## src/rtl/inst_rom_resp_pkg.sv

```systemverilog
// Shared fetch-path constants and types for the instruction-fetch responder.
// Bus widths, enable/stall encodings and the fill FSM states live here.
package inst_rom_resp_pkg;

    localparam int unsigned InstAddrBus   = 32;
    localparam int unsigned InstBus       = 32;
    localparam int unsigned InstLineWords = 4;

    localparam logic [InstBus-1:0] ZeroWord = '0;
    localparam logic ChipEnable = 1'b1;
    localparam logic Stop       = 1'b1;
    localparam logic NoStop     = 1'b0;

    typedef enum logic {
        FetchIdle,
        FetchFill
    } fetch_state_e;

endpackage

```

## src/rtl/inst_rom_resp_if.sv

```systemverilog
// Backing-memory read channel: req/addr held by the requester until ack,
// read data valid in the ack cycle.
interface inst_rom_resp_if #(
    parameter int unsigned ADDR_W = 32
);

    logic              req;
    logic [ADDR_W-1:0] addr;
    logic              ack;
    logic [31:0]       rdata;

    modport master (
        output req,
        output addr,
        input  ack,
        input  rdata
    );

    modport slave (
        input  req,
        input  addr,
        output ack,
        output rdata
    );

endinterface

```

## src/rtl/inst_rom_resp_line_buf.sv

```systemverilog
// One-line instruction buffer: synchronous write port, combinational read port.
// Contents carry no reset; the owning tag/valid logic guards every read.
module inst_line_buf #(
    parameter  int unsigned LINE_WORDS = 4,
    localparam int unsigned IDX_W      = $clog2(LINE_WORDS)
) (
    input  logic             clk,
    input  logic             we_i,
    input  logic [IDX_W-1:0] widx_i,
    input  logic [31:0]      wdata_i,
    input  logic [IDX_W-1:0] ridx_i,
    output logic [31:0]      rdata_o
);

    logic [31:0] line_q [LINE_WORDS];

    always_ff @(posedge clk) begin
        if (we_i) begin
            line_q[widx_i] <= wdata_i;
        end
    end

    assign rdata_o = line_q[ridx_i];

endmodule

```

## src/rtl/inst_rom_resp.sv

```systemverilog
// Instruction-fetch responder: serves fetches from a one-line buffer and
// refills it from backing memory on a miss, stalling the core meanwhile.
module inst_rom_resp
    import inst_rom_resp_pkg::*;
#(
    parameter int unsigned LINE_WORDS = InstLineWords,
    parameter int unsigned ADDR_W     = InstAddrBus
) (
    input  logic               clk,
    input  logic               rst,
    input  logic               rom_ce_i,
    input  logic [ADDR_W-1:0]  rom_addr_i,
    output logic [InstBus-1:0] rom_data_o,
    output logic               stallreq_o,
    inst_rom_resp_if.master    mem
);

    localparam int unsigned OFF_W = $clog2(LINE_WORDS);
    localparam int unsigned LSB   = OFF_W + 2;
    localparam int unsigned TAG_W = ADDR_W - LSB;

    fetch_state_e      state_q, state_d;
    logic              valid_q, valid_d;
    logic [OFF_W-1:0]  cnt_q, cnt_d;
    logic [TAG_W-1:0]  tag_q, tag_d;
    logic [TAG_W-1:0]  fill_tag_q, fill_tag_d;
    logic              req_q, req_d;
    logic [ADDR_W-1:0] maddr_q, maddr_d;

    logic [TAG_W-1:0]  addr_tag;
    logic [OFF_W-1:0]  addr_off;
    logic              unused_byte_sel;
    logic              enabled;
    logic              hit;
    logic              miss;
    logic              buf_we;
    logic [31:0]       buf_rdata;

    assign addr_tag        = rom_addr_i[ADDR_W-1:LSB];
    assign addr_off        = rom_addr_i[LSB-1:2];
    assign unused_byte_sel = ^rom_addr_i[1:0];

    assign enabled = (rom_ce_i == ChipEnable);
    assign hit     = enabled && valid_q && (tag_q == addr_tag);
    assign miss    = enabled && !hit;

    assign rom_data_o = hit ? buf_rdata : ZeroWord;
    assign stallreq_o = miss ? Stop : NoStop;

    assign mem.req  = req_q;
    assign mem.addr = maddr_q;

    // Only acks inside a fill write the line; stray acks in IDLE are dropped.
    assign buf_we = (state_q == FetchFill) && mem.ack;

    inst_line_buf #(
        .LINE_WORDS (LINE_WORDS)
    ) u_line_buf (
        .clk     (clk),
        .we_i    (buf_we),
        .widx_i  (cnt_q),
        .wdata_i (mem.rdata),
        .ridx_i  (addr_off),
        .rdata_o (buf_rdata)
    );

    always_ff @(posedge clk or negedge rst) begin
        if (!rst) begin
            state_q    <= FetchIdle;
            valid_q    <= 1'b0;
            cnt_q      <= '0;
            tag_q      <= '0;
            fill_tag_q <= '0;
            req_q      <= 1'b0;
            maddr_q    <= '0;
        end else begin
            state_q    <= state_d;
            valid_q    <= valid_d;
            cnt_q      <= cnt_d;
            tag_q      <= tag_d;
            fill_tag_q <= fill_tag_d;
            req_q      <= req_d;
            maddr_q    <= maddr_d;
        end
    end

    always_comb begin
        state_d    = state_q;
        valid_d    = valid_q;
        cnt_d      = cnt_q;
        tag_d      = tag_q;
        fill_tag_d = fill_tag_q;
        req_d      = req_q;
        maddr_d    = maddr_q;

        unique case (state_q)
            FetchIdle: begin
                if (miss) begin
                    state_d    = FetchFill;
                    fill_tag_d = addr_tag;
                    valid_d    = 1'b0;
                    cnt_d      = '0;
                    req_d      = 1'b1;
                    maddr_d    = {addr_tag, {LSB{1'b0}}};
                end
            end
            FetchFill: begin
                // The latched line always completes, even if the fetch address moved.
                if (mem.ack) begin
                    cnt_d   = cnt_q + 1'b1;
                    maddr_d = maddr_q + ADDR_W'(4);
                    if (cnt_q == OFF_W'(LINE_WORDS - 1)) begin
                        tag_d   = fill_tag_q;
                        valid_d = 1'b1;
                        req_d   = 1'b0;
                        state_d = FetchIdle;
                    end
                end
            end
            default: state_d = FetchIdle;
        endcase
    end

endmodule

```

## src/flat_wrapper.sv

```systemverilog
// flat-port wrapper written by rule: the top's interface ports become plain ports
module inst_rom_resp_flat import inst_rom_resp_pkg::*;
#(
    parameter int unsigned LINE_WORDS = InstLineWords,
    parameter int unsigned ADDR_W     = InstAddrBus
)
  (clk, rst, rom_ce_i, rom_addr_i, rom_data_o, stallreq_o, mem_req, mem_addr, mem_ack, mem_rdata);
  inst_rom_resp_if #(.ADDR_W(ADDR_W)) mem_i ();
  input  logic clk;
  input  logic rst;
  input  logic rom_ce_i;
  input  logic [ADDR_W-1:0] rom_addr_i;
  output logic [InstBus-1:0] rom_data_o;
  output logic stallreq_o;
  output wire logic [$bits(mem_i.req)-1:0] mem_req;
  output wire logic [$bits(mem_i.addr)-1:0] mem_addr;
  input wire logic [$bits(mem_i.ack)-1:0] mem_ack;
  input wire logic [$bits(mem_i.rdata)-1:0] mem_rdata;
  assign mem_req = mem_i.req;
  assign mem_addr = mem_i.addr;
  assign mem_i.ack = mem_ack;
  assign mem_i.rdata = mem_rdata;
  inst_rom_resp #(.LINE_WORDS(LINE_WORDS), .ADDR_W(ADDR_W)) u_core (.clk(clk), .rst(rst), .rom_ce_i(rom_ce_i), .rom_addr_i(rom_addr_i), .rom_data_o(rom_data_o), .stallreq_o(stallreq_o), .mem(mem_i));
endmodule
```

## config.mk

```make
export PLATFORM = sky130hd
export DESIGN_NAME = inst_rom_resp_flat
export DESIGN_NICKNAME = d
export VERILOG_FILES = /design/src/rtl/inst_rom_resp_pkg.sv /design/src/rtl/inst_rom_resp_if.sv /design/src/rtl/inst_rom_resp_line_buf.sv /design/src/rtl/inst_rom_resp.sv /design/src/flat_wrapper.sv
export SDC_FILE = /design/constraint.sdc
export NUM_CORES = 1
export LEC_CHECK = 0
export CAP_MARGIN = 0
export CORE_ASPECT_RATIO = 1.1
export CORE_MARGIN = 2
export CORE_UTILIZATION = 56
export CTS_BUF_LIST = sky130_fd_sc_hd__clkbuf_2 sky130_fd_sc_hd__clkbuf_4 sky130_fd_sc_hd__clkbuf_8
export DETAILED_ROUTE_END_ITERATION = 10
export GPL_TIMING_DRIVEN = 0
export MAX_ROUTING_LAYER = met4
export PLACE_DENSITY = 0.82
export SYNTH_ARGS = -nofsm -noshare
export SYNTH_HDL_FRONTEND = slang
export SYNTH_HIERARCHICAL = 1
export SYNTH_SLANG_ARGS = --single-unit
```

## constraint.sdc

```tcl
create_clock -name clk -period 5.85 [get_ports clk]
set_clock_uncertainty 0.2 [all_clocks]
set_input_delay 0.8775 -clock clk [delete_from_list [all_inputs] [get_ports clk]]
set_output_delay 0.8775 -clock clk [all_outputs]
set_load 0.1 [all_outputs]
```

# == Word level (Yosys, flattened, before mapping) ==
# Memories as Yosys holds them, arrays and structs flattened.
# Cells that the tools add are included.
# word_totals
reg_bits,93
ramBits,128
inputBits,68
out_inout_bits,66
word_cells,46
n_memories,1
# classes
addsub,2
eq_ne,5
n_mux,21
n_bitwise,1
n_reduce_logical,9
# memory_table
name,depth,word_bits,read_ports,rd_ports_with_merged_regs,write_ports,line,rtl
u_core.u_line_buf.line_q,4,32,1,0,1,inst_rom_resp_line_buf.sv:15,logic [31:0] line_q [LINE_WORDS];
# ops
cell,count
32-bit 2-to-1 mux,3
32-bit case mux with 2 select lines,1
"32-bit by 3-bit adder with 32-bit output, second input constant",1
28-bit == test,1
1-bit 2-to-1 mux,11
1-bit case mux with 2 select lines,3
3-bit AND reduction,2
1-bit logical AND,4
2-bit 2-to-1 mux,2
"2-bit inequality test, second input constant",2
2-bit case mux with 2 select lines,1
2-bit AND reduction,2
"2-bit by 1-bit adder with 2-bit output, second input constant",1
"2-bit == test, second input constant",1
"2-bit by 1-bit inequality test with 1-bit output, second input constant",1
1-bit zero test,1
1-bit inverter,1

# == Depth between registers and ports, before layout ==
# depth
depth_word,6
depth_mapped,9
ltp_nobuf,7

# == Modules after synthesis ==
# The synthesis kept the hierarchy.
# modules_own_cells
module,instances,cells_per_inst,area_per_inst_um2,seq_area_each_um2
inst_line_buf,1,171,4689.5,3843.7
inst_rom_resp,1,425,4652.0,2277.2

# == Least setup slack after synthesis ==
# Ideal clock, no wire load.
# synth_path
path_kind,input-to-reg
start,in mem_ack
end,"mem u_core.u_line_buf.line_q[0][0], enable pin"
setup_time_ps,468
arrival_time_ps,4132
required_time_ps,5182
slack_ps,1051
path_stages,5
path_buffers,2
cell_sequence,clkbuf_1 nand2_1 clkinv_1 clkbuf_1 nor3b_1
# synth_via
elab_chain_len,3
# synth_lines
element,line,rtl
from (decl),flat_wrapper.sv:17,input wire logic [$bits(mem_i.ack)-1:0] mem_ack;
1-bit logical AND,inst_rom_resp.sv:54,assign buf_we = (state_q == FetchFill) && mem.ack;
via u_core.buf_we,inst_rom_resp.sv:36,logic buf_we;
1-bit 2-to-1 mux,inst_rom_resp_line_buf.sv:18,if (we_i) begin
1-bit 2-to-1 mux (implied by the code),inst_rom_resp_line_buf.sv:19,line_q[widx_i] <= wdata_i;
to (decl),inst_rom_resp_line_buf.sv:15,
# The timed path passes the listed nets, and every way through them passes these cells.

# == Worst setup path after layout ==
# layout_path
start,in rom_addr_i[17]
end,out rom_data_o[12]
# layout_via
elab_chain_len,3
# layout_lines
element,line,rtl
from (decl),flat_wrapper.sv:12,input logic [ADDR_W-1:0] rom_addr_i;
28-bit == test,inst_rom_resp.sv:44,assign hit = enabled && valid_q && (tag_q == addr_tag);
1-bit logical AND,inst_rom_resp.sv:44,
32-bit 2-to-1 mux,inst_rom_resp.sv:47,assign rom_data_o = hit ? buf_rdata : ZeroWord;
to (decl),flat_wrapper.sv:13,output logic [InstBus-1:0] rom_data_o;
# No other way between the ends.

==> results by group <==
Setup path
  • CP top delay family: buffers and inverters
  • Startpoint type of the worst setup path: input port
  • Setup CP Type: input port to output port
  • Worst setup EP type: output port
  • Worst-path maximum fanout: 10
  • Crit path DAT: 4360 ps
  • CP required: 4770 ps
  • Max stage delay on crit path: 780 ps
  • CP max-delay cell: dlymetal6s2s_1
  • Worst Path Buf+Inv: 3
  • Cells along the critical path: clkdlybuf4s50_1 -> xor2_1 -> nor4_1 -> nand4_1 -> nor2_1 -> clkbuf_1 -> and2_1 -> dlymetal6s2s_1

Placed design
  • Post-DP HPWL: 14,900 um
  • Placement Setup Slack: 76.1 ps
  • Area after DPL: 0.0109 mm2
  • GP Congestion: 0.929
  • PortBufs: 127

Drt
  • DRT Pass-1 Iters: 5
  • Detail Route Antenna Nets: 0
  • Via count: 5,914
  • Vias per inst: 5.95
  • Drc violations: 0
  • DR iter-0 viols: 397
  • Final WL: 21,600 um
  • Routed wire per std cell: 21.8 um

Synthesis
  • Synth Cell Area: 0.00934 mm2
  • Netlist cell types: 55
  • Number of synthesized flops with an enable pin: 128
  • Ys flop type: edfxtp_1
  • Largest area contributor in the netlist: edfxtp_1
  • Fraction of registers with async set/reset: 41.6%
  • Syn. warnings: 6
  • Syn avg cell area: 15.7 um2
  • Sequential fraction of the synthesis area: 65.5%
  • Register bit total from synthesis: 219
  • Syn Inst Count: 596
  • Dominant cells by area after synthesis: edfxtp_1 41%, dfrtp_1 24%, mux4_2 7.2%
  • Yosys top cell area share: 41.1%

Floorplan
  • Die Y: 139 um
  • Horiz. Die Dim: 127 um
  • Initial Util: 57.1%
  • Core Region: 0.0164 mm2
  • Core Rows: 49
  • DIE AREA: 0.0177 mm2
  • Io pins: 134

STA
  • RSZ-0062 raised after global routing: no
  • Worst Setup Slack, final: 414 ps
  • Pins Over Slew Limit: 0
  • Final Hold Viols: 0
  • Fmax: 0.184 GHz
  • Slew headroom: 31.7%
  • Min Tclk post-route: 5440 ps
  • Period utilization: 92.9%
  • Endpoints failing setup: 0
  • Final TNS setup: 0 ps
  • Worst-Margin Slew: 1020 ps
  • Final hold slack: 179 ps

Pwr
  • Sw Ratio: 38.4%
  • Int Pwr: 3530 uW
  • Sequential Power Share: 42.6%
  • Clock power frac: 22.6%
  • Power Dens Cells: 489 mW/mm2
  • NetSw: 2200 uW
  • Comb power frac: 34.7%
  • Max IR drop VDD: 513 uV
  • Static Leak: 0.00488 uW

Finish
  • Nets: 835
  • Diode count: 0
  • Most frequent cells in the layout: 128 x edfxtp_1, 96 x clkdlybuf4s50_1, 91 x dfrtp_1
  • Leading cell type in the layout, fill and taps excluded: edfxtp_1
  • Area Overhead vs Synth: 25.5%
  • Final instance area: 0.0117 mm2
  • Share of cells above drive strength 1: 22.8%

Clock tree
  • Clock Tree Root: clkbuf_8
  • Postcts setup bufs: 0
  • Clk buf depth: 3
  • CTS Buf Count: 35
  • Clock latency on the worst-skew pair: 520 ps
  • H-tree depth: 2
  • Post-CTS Resized: 0
  • Hold buffers post-CTS: 0
  • CTS tree: done
  • Reg clk slew, reported paths: 60 ps
  • Clock sinks: 219

Global routing
  • Largest net degree at the start of global routing: 48
  • GRT Total Usage: 25.5%
  • Initial antenna violation count: 0
  • First-pass GRT wire length: 33,900 um
  • Vias in the first global route: 6,219
  • Global route overflow: 0

Outcome
  • Outcome: complete, no violations

Run
  • Max_cap viols: 0

Hold path
  • Worst Hold Class: input port to async pin
==> worst reg2reg max path, delay by kind of cell (launching register included) <==
kind,cells,cell delay (ps)
AND/OR/NAND/NOR,2,950
buffers and inverters,6,1860
flip-flops,1,320
==> worst paths after layout <==
kind / start / cells after the start / slack, ps / to
worst min register to register: u_core/fill_tag_q[8] / 2 / 280 / u_core/fill_tag_q[8]
worst min-delay path: rst / 1 / 180 / u_core/mem.addr[31]
worst max register to register: u_core/state_q / 8 / 2220 / u_core/u_line_buf/line_q[0][16]
min in group clk: u_core/fill_tag_q[8] / 2 / 280 / u_core/fill_tag_q[8]
worst max-delay path: rom_addr_i[17] / 8 / 410 / rom_data_o[12]
max in group asynchronous: rst / 2 / 4640 / u_core/tag_q[17]
==> metrics by stage <==
step                      total power [uW]  cells  util [%]
final                                 5730    994      71.6
after global routing                  5980    994      71.6
after CTS                             5760    994      71.2
after detailed placement              4450    932      66.8
after global placement                4370    928      66.4
after floorplan                       3850    597         -
==> logic make-up (layout without fill, tap and decap cells) <==
| kind of cell | Yosys count | after routing | synth area share [%] |
|---|---|---|---|
| flops | 219 | 219 | 65.5 |
| simple gates | 148 | 148 | 8.81 |
| mux | 90 | 90 | 14.7 |
| compound gates | 64 | 64 | 4.88 |
| buf+inv | 39 | 232 | 2.64 |
| xor+xnor | 33 | 33 | 3.09 |
| fa+ha+maj | 2 | 2 | 0.268 |
| other cells | 1 | 2 | 0.0401 |
==> synthesized netlist by cell type, types with 4 or more instances <==
master    instances
nand2_1          35
clkbuf_1         10
o21ai_0          17
mux4_2           30
and3_1            9
xnor2_1          15
a211oi_1          4
a311oi_1          6
o221a_2           5
a41oi_1           4
edfxtp_1        128
a31oi_1           4
buf_2             5
nor4_1            4
buf_6             4
dfrtp_1          91
mux2_2           54
a21oi_1           8
nor2_1           13
and2_1           33
inv_1             8
xor2_1           18
buf_4             4
nand4_1          10
nor3_1           11
and4_1            5
nand3_1          17
==> sequential cells by signal, indices dropped and copies added (netlist names) <==
| name | flops |
|---|---|
| u_core/state_q | 1 |
| u_core/u_line_buf/line_q | 128 |
| u_core/cnt_q | 2 |
| u_core/fill_tag_q | 28 |
| u_core/mem.addr | 30 |
| u_core/valid_q | 1 |
| u_core/tag_q | 28 |
| u_core/mem.req | 1 |
==> metal layers <==
metal  wire (um)  vias up  global-route usage [%]
met1        8930     2996                    32.6
met5           0        -                       -
met2       10900      242                    41.4
met4         637        0                    9.08
met3        1170       47                    4.88
li1            -     2629                       -
==> power groups by stage <==
stage | clock network, uW | logic, uW | registers [uW]
finish | 1300 | 1990 | 2440
global route | 1390 | 2090 | 2500
CTS | 1330 | 1990 | 2440
detailed placement | 0 | 1980 | 2460
global placement | 0 | 1930 | 2440
floorplan | 0 | 757 | 3090
==> final cells by class <==
class                      count  area (um2)
sequential                   219        6120
fill                        1075        4650
multi-input combinational    339        2990
timing repair buffer         131        1410
clock buffer                  53         661
tap                          204         255
buffer                        29         209
clock inverter                 9        47.5
inverter                      10        37.5
Note: power is estimated with default switching activity, not from simulation.
